## config.mk

```make
export PLATFORM = sky130hd
export DESIGN_NAME = parity_frame_tx
export DESIGN_NICKNAME = d
export VERILOG_FILES = /design/src/rtl/parity_frame_tx.sv
export SDC_FILE = /design/constraint.sdc
export NUM_CORES = 1
export LEC_CHECK = 0
export BUFFER_PORTS_ARGS = -buffer_cell sky130_fd_sc_hd__buf_2
export CORE_MARGIN = 8
export CORE_UTILIZATION = 47
export CTS_BUF_LIST = sky130_fd_sc_hd__clkbuf_4
export DETAILED_ROUTE_END_ITERATION = 10
export GPL_ROUTABILITY_DRIVEN = 0
export PLACE_DENSITY = 0.72
export SLEW_MARGIN = 20
export SYNTH_ARGS = -nofsm -noshare
export SYNTH_HDL_FRONTEND = slang
export SYNTH_SLANG_ARGS = --single-unit
```

## constraint.sdc

```tcl
create_clock -name clk -period 1.7 [get_ports clk]
set_input_delay 0.17 -clock clk [delete_from_list [all_inputs] [get_ports clk]]
set_output_delay 0.17 -clock clk [all_outputs]
set_load 0.005 [all_outputs]
```

## src/rtl/parity_frame_tx.sv

```systemverilog
// parity_frame_tx
// Transmit end of the sensor parity link. A payload is accepted through a
// valid/ready handshake and encoded as an even-parity word {parity, payload}.
// The word is then shifted out serially: start bit (0), payload LSB first,
// parity bit, stop bit (1). Each bit lasts CLKS_PER_BIT clock cycles.
//
// Handshake: a payload transfers on a rising edge where tx_valid and tx_ready
// are both high. tx_ready is high only in IDLE. The source may hold tx_valid
// high at any time; while tx_ready is low the request is simply not taken,
// and nothing is queued.
//
// Ports:
//   clk        system clock, rising edge
//   rst_n      asynchronous active-low reset
//   tx_data    payload to send (DATA_W bits)
//   tx_valid   payload valid
//   tx_ready   block can accept a payload (IDLE)
//   tx_serial  registered serial line, idles high
//   tx_busy    frame in progress (any state other than IDLE)
//   frame_word last accepted encoded word {parity, payload}
//   frame_done one-cycle pulse in the first IDLE cycle after STOP
//   dbg_state  current FSM state, for debug and checkers
module parity_frame_tx #(
    parameter int DATA_W       = 5,
    parameter int CLKS_PER_BIT = 4
) (
    input  logic              clk,
    input  logic              rst_n,
    input  logic [DATA_W-1:0] tx_data,
    input  logic              tx_valid,
    output logic              tx_ready,
    output logic              tx_serial,
    output logic              tx_busy,
    output logic [DATA_W:0]   frame_word,
    output logic              frame_done,
    output logic [2:0]        dbg_state
);

    localparam int CW = $clog2(CLKS_PER_BIT);
    localparam int BW = (DATA_W > 1) ? $clog2(DATA_W) : 1;

    typedef enum logic [2:0] {
        IDLE   = 3'd0,
        START  = 3'd1,
        DATA   = 3'd2,
        PARITY = 3'd3,
        STOP   = 3'd4
    } state_t;

    state_t            state;
    logic [CW-1:0]     clk_cnt;
    logic [BW-1:0]     bit_cnt;
    logic [DATA_W-1:0] shift;
    logic              parity_bit;

    logic              bit_end;
    logic              accept;
    logic              in_parity;
    logic [DATA_W-1:0] shift_next;

    assign tx_ready   = (state == IDLE);
    assign dbg_state  = state;
    assign accept     = tx_valid && tx_ready;
    assign in_parity  = ^tx_data;
    assign bit_end    = (clk_cnt == CW'(CLKS_PER_BIT - 1));
    assign shift_next = shift >> 1;

    always_ff @(posedge clk or negedge rst_n) begin
        if (!rst_n) begin
            state      <= IDLE;
            clk_cnt    <= '0;
            bit_cnt    <= '0;
            shift      <= '0;
            parity_bit <= 1'b0;
            tx_serial  <= 1'b1;
            tx_busy    <= 1'b0;
            frame_word <= '0;
            frame_done <= 1'b0;
        end else begin
            frame_done <= 1'b0;
            case (state)
                IDLE: begin
                    // Accepting here includes the frame_done cycle, so frames
                    // can run back to back with no idle bits between them.
                    if (accept) begin
                        shift      <= tx_data;
                        parity_bit <= in_parity;
                        frame_word <= {in_parity, tx_data};
                        tx_serial  <= 1'b0;
                        tx_busy    <= 1'b1;
                        clk_cnt    <= '0;
                        state      <= START;
                    end
                end
                START: begin
                    if (bit_end) begin
                        clk_cnt   <= '0;
                        bit_cnt   <= '0;
                        tx_serial <= shift[0];
                        state     <= DATA;
                    end else begin
                        clk_cnt <= clk_cnt + 1'b1;
                    end
                end
                DATA: begin
                    if (bit_end) begin
                        clk_cnt <= '0;
                        if (bit_cnt == BW'(DATA_W - 1)) begin
                            tx_serial <= parity_bit;
                            state     <= PARITY;
                        end else begin
                            bit_cnt   <= bit_cnt + 1'b1;
                            shift     <= shift_next;
                            tx_serial <= shift_next[0];
                        end
                    end else begin
                        clk_cnt <= clk_cnt + 1'b1;
                    end
                end
                PARITY: begin
                    if (bit_end) begin
                        clk_cnt   <= '0;
                        tx_serial <= 1'b1;
                        state     <= STOP;
                    end else begin
                        clk_cnt <= clk_cnt + 1'b1;
                    end
                end
                STOP: begin
                    if (bit_end) begin
                        clk_cnt    <= '0;
                        tx_serial  <= 1'b1;
                        tx_busy    <= 1'b0;
                        frame_done <= 1'b1;
                        state      <= IDLE;
                    end else begin
                        clk_cnt <= clk_cnt + 1'b1;
                    end
                end
                default: begin
                    tx_serial <= 1'b1;
                    tx_busy   <= 1'b0;
                    clk_cnt   <= '0;
                    state     <= IDLE;
                end
            endcase
        end
    end

endmodule

```

### Word level (Yosys, flattened, before mapping)

Index checks and enable logic that the tools add are counted.

* equal/unequal tests: 14
* $add $sub $neg: 2
* bitwise gates (word level): 1
* reduce and logical (&&, ||, !) cells: 14
* mux-type cells: 28

Operators with widths (number)
* two-way mux 3 bit: 8
* two-way mux 5 bit: 3
* case mux 3 bit (5 select lines): 1
* != test 2 bit, second input constant: 6
* AND reduction 4 bit: 3
* case mux 5 bit (2 select lines): 1
* two-way mux 1 bit: 9
* == test 3 x 2 -> 1 bit, second input constant: 2
* == test 3 bit, second input constant: 2
* case mux 3 bit (2 select lines): 1
* AND reduction 6 bit: 1
* parity 5 bit: 1
* two-way mux 2 bit: 2
* != test 2 x 1 -> 1 bit, second input constant: 2
* case mux 1 bit (4 select lines): 1
* case mux 2 bit (2 select lines): 1
* nonzero test 2 bit: 2
* OR reduction 4 bit: 1
* adder 3 x 1 -> 3 bit, second input constant: 1
* == test 3 x 1 -> 1 bit, second input constant: 1
* logical NOT 3 bit: 1
* case mux 1 bit (3 select lines): 1
* AND reduction 3 bit: 1
* OR reduction 3 bit: 1
* 6 further kinds: 6

* input bits: 8
* output and inout bits: 13
* register bits: 23
* word-level logic and storage cells: 68

### Depth between registers and ports, before layout

Gate-level depths: netlist of run 1.

* word-level depth: 4
* gate-level depth with buffers: 6
* gate-level depth less buffers: 6

### Least setup slack after synthesis of run 1

Ideal clock, no wire load.

* path kind: flip-flop to flip-flop
* start point: reg state[0], in the netlist dbg_state[0]
* end point: reg shift[4]
* data arrival time: 1.567 ns
* slack: 0.069 ns
* required time: 1.636 ns
* clock period less this slack: 1.631 ns
* setup time: 0.064 ns
* buffers on the path: 1
* stages on the path, launching flop included: 6
* cell sequence: dfrtp_1 > or4b_1 > buf_2 > a21boi_4 > nor3b_2 > a21o_1

* cells in the longest elaborated chain, start to end: 4
* elaborated cells between the ends (all ways): 9

RTL lines
* start, declared: line 50 `state_t state;`
* start signal, assigned: line 70 `state <= IDLE;`
* start signal, assigned: line 92 `state <= START;`
* start signal, assigned: line 100 `state <= DATA;`
* logical NOT 3 bit: line 61, 81
* logical AND 1 bit: line 63 `assign accept = tx_valid && tx_ready;`
* != test 2 x 1 -> 1 bit (no line)
* AND reduction 4 bit (no line)
* end signal, assigned: line 86 `shift <= tx_data;`
* end signal, assigned: line 113 `shift <= shift_next;`
* end, declared: line 53 `logic [DATA_W-1:0] shift;`

Parallel ways exist; a longest one is shown, timed or not.
A chain may end at the register's enable or synchronous reset.

### Final worst setup path of run 1

* start point: reg bit_cnt[0]
* end point: reg tx_serial

* cells in the longest elaborated chain, start to end: 4

RTL lines
* start, declared: line 52 `logic [BW-1:0] bit_cnt;`
* start signal, assigned: line 112 `bit_cnt <= bit_cnt + 1'b1;`
* == test 3 bit: line 108 `if (bit_cnt == BW'(DATA_W - 1)) begin`
* two-way mux 1 bit: line 108
* two-way mux 1 bit: line 106 `if (bit_end) begin`
* case mux 1 bit (4 select lines): line 81 `case (state)`
* end signal, assigned: line 99 `tx_serial <= shift[0];`
* end signal, assigned: line 109 `tx_serial <= parity_bit;`
* end signal, assigned: line 114 `tx_serial <= shift_next[0];`
* end, declared: line 32 `output logic tx_serial,`

No other way between the ends. The select of a mux whose other input is x is not followed.

==> flow_summary.json, run 1 <==
{
  "synth_area_sq_um": 1150,
  "setup_viol": 0,
  "arrival_ns": 1.87,
  "clk_latency_ns": 0.30,
  "cts_setup_buffers": 0,
  "cts_sinks": 22,
  "place_inst": 162,
  "r2r_slack_ns": 0.07,
  "root_buffer": "clkbuf_4",
  "fin_ws_ns": 0.0705,
  "drive_gt1_share_pct": 34.3,
  "grt_setup_unrepaired": "false",
  "cp_cell_sequence": "inv_1, ha_2, nand2_2, mux2_2, a211o_1, mux2_2",
  "crit_start": "bit_cnt[0]",
  "coreArea_sq_um": 2390,
  "hold_viol_final": 0,
  "critical_path_depth": 6,
  "fin_crit_ns": 1.63,
  "worst_pin_slew_ns": 0.494,
  "finalNonFillerCells": 167,
  "syn2layout_area_growth_pct": 21.4,
  "routed_wl_um": 2360,
  "portBuffers": 20,
  "clk_pin_slew_ns": 0.13,
  "cts_tree": "built",
  "synth_top_cell_by_area": "dfrtp_1",
  "skew_ns": 0.00653,
  "ys_top_cells_by_area": "dfrtp_1, mux2_2, o21ai_0",
  "synth_top_area_share_pct": 45.8,
  "cpMostUsedCell": "mux2_2",
  "hold_class": "primary input to flip-flop",
  "grt_pass1_wl_um": 3940,
  "fin_util_pct": 58.3,
  "synth-seq-cells": 22,
  "wl_per_cell_um": 14.2,
  "track_usage_pct": 11.2,
  "yosys.cell_types.count": 35,
  "rows": 18,
  "grt_pass1_vias": 917,
  "num_io_pins": 21,
  "fp.dieArea_sq_um": 4280,
  "drtIter0Drc": 30,
  "synth-warning-count": 0,
  "cts_made_buffers": 3,
  "reg2reg_to": "tx_serial",
  "fp.dieH_um": 65.4,
  "antenna_cells": 0,
  "grt_overflow": 0,
  "path_class": "flip-flop to flip-flop",
  "leakagePower_nw": 0.676,
  "regToRegStartpoint": "bit_cnt[0]",
  "fp.dieW_um": 65.4,
  "viasPerCell": 5.22,
  "dr.pass1.iters": 4,
  "fmax_mhz": 614,
  "endpoint": "tx_serial",
  "synth_nets": 120,
  "cp_slowest_stage_delay_ns": 0.36,
  "clk_path_buf_depth": 2,
  "start_kind": "flip-flop",
  "required_ns": 1.94,
  "max_slew_margin_pct": 67.0,
  "fin_crit_sh_pct": 95.9,
  "drv_cap": 0,
  "drc": 0,
  "initial_utilization_pct": 48.1,
  "tns_ns": 0,
  "yosysSeqAreaShare_pct": 48.1,
  "cts.htree.levels": 1,
  "status": "completed",
  "crit_slowest_cell": "dfrtp_1",
  "reg2regPathDepth": 6,
  "nets": 149,
  "syn_inst": 109,
  "vias": 871,
  "dp_hpwl_um": 1720,
  "cp-end-kind": "flip-flop",
  "crit_family": "multiplexers",
  "synth_area_per_cell_sq_um": 10.5,
  "cp_max_fo": 3,
  "cp_num_buf_inv": 1,
  "drtAntennaViolNets": 0,
  "antenna_found_initial": 0,
  "dp_slack_ns": 0.0391,
  "grt_max_degree": 23,
  "slew_violations": 0,
  "vdd_drop_max_v": 0.000864,
  "power_density_nw_per_um2": 1820
}
==> state kept, by name (all words and copies together) (netlist names) <==
name	flops
clk_cnt	2
bit_cnt	3
frame_word	6
dbg_state	3
frame_done	1
tx_serial	1
shift	5
tx_busy	1
==> worst reg2reg max path, cell delays in order (launching register included) <==
cell and delay (ns):
dfrtp_1 0.36, inv_1 0.07, ha_2 0.21, nand2_2 0.08
mux2_2 0.32, a211o_1 0.28, mux2_2 0.26
==> per-layer routing <==
| metal | wire length [um] | GRT usage, % | up-vias |
|---|---|---|---|
| met5 | 0 | 0 | - |
| met3 | 91 | 2.38 | 2 |
| met2 | 1150 | 20.3 | 13 |
| li1 | - | - | 441 |
| met1 | 1110 | 12.7 | 415 |
| met4 | 11 | 3.54 | 0 |
==> worst min-delay path by stage <==
stage               cells after the start  startpoint             to
floorplan                               0       rst_n     bit_cnt[0]
global placement                        1       rst_n     bit_cnt[0]
detailed placement                      1       rst_n     bit_cnt[1]
CTS                                     2  tx_data[2]  frame_word[2]
global route                            2  tx_data[2]  frame_word[2]
finish                                  2  tx_data[2]  frame_word[2]
==> cell families after synthesis <==
kind of cell	after synthesis	share of synthesized area, %
buffers and inverters	11	4.25
AND/OR/NAND/NOR	32	15.2
flip-flops	22	48.1
AO/OA/AOI/OAI	25	15.1
adder cells (fa/ha/maj)	3	3.27
multiplexers	11	10.4
XOR/XNOR	5	3.82
==> cell usage in the layout (no fill, tap or decap), types with 2 or more instances in the layout <==
cell / synthesis / routed
xor2_1: 2 / 2
nand3_1: 2 / 2
buf_2: 3 / 20
a21o_1: 2 / 2
a31oi_1: 2 / 2
ha_2: 0 / 2
mux2i_1: 4 / 4
clkbuf_4: 0 / 3
nor2_1: 3 / 3
nor2b_1: 3 / 3
o21ai_0: 10 / 10
xnor2_1: 3 / 3
dfrtp_1: 21 / 21
inv_1: 5 / 5
nand2_1: 13 / 12
a21oi_1: 2 / 2
a22o_1: 2 / 2
nor3b_2: 2 / 2
nor3_1: 3 / 3
buf_4: 1 / 9
mux2_2: 7 / 7
==> timing repair <==
action,in CTS,in global routing
hold buffers,1,0
setup endpoints to repair,0,2
gates resized for setup,0,3
hold endpoints to repair,21,0
==> synth_stat cells <==
library cell  instances
xnor2_1               3
dfrtp_1              21
a31oi_1               2
nor2b_1               3
and3b_1               1
a221oi_1              1
nor2_1                3
xor2_1                2
nor3_1                3
a21o_1                2
and3_1                1
and2_1                1
ha_1                  3
buf_4                 1
a211o_1               1
nor4_1                1
dfstp_2               1
or4b_1                1
nand3_1               2
o31ai_1               1
a21oi_1               2
mux2_2                7
o21a_1                1
a21boi_4              1
a32o_1                1
clkbuf_1              2
mux2i_1               4
nor3b_2               2
nand3b_1              1
buf_2                 3
nand2_1              13
a22o_1                2
o22ai_1               1
inv_1                 5
o21ai_0              10
==> power breakdown <==
group	internal [mW]	switching [mW]
Clock	0.238	0.157
Combinational	0.637	0.619
Sequential	0.757	0.125
==> area by class of cell <==
class	count	area [sq um]
multi-input cells	76	554
clock buffers	3	22.5
inverters	5	18.8
well taps	30	37.5
flip-flops and latches	22	552
repair buffers	30	178
fillers	226	995
clock inverters	1	30.0
==> per-stage QoR <==
| stage | area, sq um | hold slack (ns) | total power [mW] |
|---|---|---|---|
| after floorplan | 1150 | -0.126 | 1.70 |
| after detailed placement | 1320 | 0.165 | 2.13 |
| after global placement | 1320 | 0.168 | 2.08 |
| after CTS | 1390 | 0.124 | 2.54 |
| final | 1390 | 0.130 | 2.53 |
| after global routing | 1390 | 0.129 | 2.74 |
No activity file was read; power rests on OpenSTA's default activity.
==> inputs of run 2 (changes only) <==
- CELL_PAD_IN_SITES_DETAIL_PLACEMENT: unset -> 1
- CELL_PAD_IN_SITES_GLOBAL_PLACEMENT: unset -> 1
- CORE_UTILIZATION: 47 -> 40
- PLACE_DENSITY: 0.72 -> unset
- PLACE_DENSITY_LB_ADDON: unset -> 0.1
- REMOVE_ABC_BUFFERS: unset -> 1
==> flow_summary.json, run 2 (synthesis results as in run 1) <==
{
  "fin_util_pct": 50.9,
  "hold_depth": 2,
  "met1_length_um": 1190,
  "fmax_mhz": 629,
  "drv_cap": 0,
  "vias": 911,
  "largest_registers": "frame_word x6, shift x5",
  "worst_pin_slew_ns": 0.495,
  "arrival_ns": 1.79,
  "top_layer": "met4",
  "cp_num_buf_inv": 0,
  "fin_crit_ns": 1.59,
  "drtAntennaViolNets": 0,
  "max_slew_margin_pct": 67.0,
  "clk_path_buf_depth": 2,
  "antenna_cells": 0,
  "hold_viol_final": 0,
  "r2r_slack_ns": 0.11,
  "path_class": "flip-flop to flip-flop",
  "reg2regPathDepth": 5,
  "skew_ns": 0.00834,
  "syn2layout_area_growth_pct": 21.3,
  "power_density_nw_per_um2": 1760,
  "grt_setup_unrepaired": "false",
  "vdd_drop_max_v": 0.000980,
  "slew_violations": 0,
  "fillCellCount": 313,
  "cts_made_buffers": 3,
  "clk_pin_slew_ns": 0.12,
  "nets": 150,
  "dr.pass1.iters": 3,
  "drtIter0Drc": 29,
  "cts_tree": "built",
  "initial_utilization_pct": 42.0,
  "required_ns": 1.90,
  "cp_cell_sequence": "ha_2, nor2b_1, o21ai_0, o31ai_1, mux2_2",
  "largest_reg_flops": 6,
  "grt_max_degree": 23,
  "reg2reg_to": "dbg_state[0]",
  "regToRegStartpoint": "clk_cnt[0]",
  "hp-start": "tx_data[3]",
  "cp_max_fo": 8,
  "top_register": "frame_word",
  "crit_slowest_cell": "dfrtp_1",
  "start_kind": "flip-flop",
  "dp_slack_ns": 0.0216,
  "status": "completed",
  "internal_power_mw": 1.53,
  "fp.dieH_um": 69.6,
  "crit_family": "flip-flops",
  "layout_common_cells": "dfrtp_1, buf_2, nand2_1, o21ai_0, buf_4",
  "coreArea_sq_um": 2730,
  "fp.dieW_um": 69.6,
  "leakagePower_nw": 0.677,
  "switching_power_uw": 919,
  "fp.dieArea_sq_um": 4840,
  "swShare_pct": 37.4,
  "clk_latency_ns": 0.30,
  "routed_wl_um": 2700,
  "hold_path_end": "frame_word[3]",
  "power.share.sequential_pct": 36.1,
  "viasPerCell": 5.39,
  "p_comb_share_pct": 53.3,
  "route.met3.wl_um": 114,
  "final_common_cell": "dfrtp_1",
  "root_buffer": "clkbuf_4",
  "met2RoutedLength_um": 1380,
  "grt_overflow": 0,
  "grt_pass1_wl_um": 4810,
  "grt_pass1_vias": 1051,
  "power_frac_clock_pct": 10.6,
  "drc": 0,
  "fin_ws_ns": 0.109,
  "wl_per_cell_um": 16.0,
  "fin_crit_sh_pct": 93.6,
  "dp_hpwl_um": 2030,
  "drive_gt1_share_pct": 34.8,
  "cp-end-kind": "flip-flop",
  "hold_class": "primary input to flip-flop",
  "num_io_pins": 21,
  "cts_sinks": 22,
  "antenna_found_initial": 0,
  "cts.htree.levels": 1,
  "cp_slowest_stage_delay_ns": 0.44,
  "setup_viol": 0,
  "rows": 19,
  "total_power_mw": 2.45,
  "track_usage_pct": 11.6,
  "portBuffers": 20
}
[run 2: how the worst max path moves through the flow]
stage            startpoint            to  slack, ns  depth (start not counted)
3_5_place_dp     bit_cnt[0]     tx_serial       0.02                          6
6_report         clk_cnt[0]  dbg_state[0]       0.11                          5
3_3_place_gp     bit_cnt[0]     tx_serial       0.08                          6
2_1_floorplan  dbg_state[0]      shift[4]      -0.06                          4
5_1_grt          bit_cnt[0]     tx_serial       0.02                          6
4_1_cts          bit_cnt[0]     tx_serial      0.006                          6
[run 2: power by group through the flow]
stage	Combinational [mW]	Sequential [mW]	Clock, mW
final	1.31	0.885	0.259
after global routing	1.48	0.914	0.295
after CTS	1.32	0.889	0.275
after detailed placement	1.27	0.900	0
after global placement	1.21	0.887	0
after floorplan	0.693	0.954	0
[run 2: worst register-to-register path: stages, from the launching register on]
cell and delay (ns):
dfrtp_1 0.44, ha_2 0.25, nor2b_1 0.17, o21ai_0 0.11, o31ai_1 0.13, mux2_2 0.39
[run 2: layer usage]
metal | track usage (%) | up-vias
li1 | - | 436
met1 | 12.9 | 458
met2 | 20.5 | 15
met3 | 3.29 | 2
met4 | 4.33 | 0
met5 | 0 | -
[run 2: repair_timing]
action,CTS,global route
endpoints found under the hold margin,21,0
resized for setup,0,3
setup buffers,1,0
endpoints found under the setup margin,2,10
hold buffers,1,0
pin swaps,2,2
[run 2: layout make-up]
type / count / area, sq um / area share [%]
Multi-Input combinational cell: 76 / 554 / 39.8
Tap cell: 31 / 38.8 / 2.79
Timing Repair Buffer: 31 / 198 / 14.2
Sequential cell: 22 / 552 / 39.7
Clock buffer: 4 / 30.0 / 2.16
Inverter: 5 / 18.8 / 1.35
[run 2: per-stage QoR]
step	instance area (sq um)	TNS [ns]	std cells	hold WS (ns)
detailed placement	1320	0	163	0.173
CTS	1380	0	169	0.140
global placement	1320	0	163	0.171
global route	1390	0	169	0.130
floorplan	1120	-0.121	103	-0.126
finish	1390	0	169	0.144
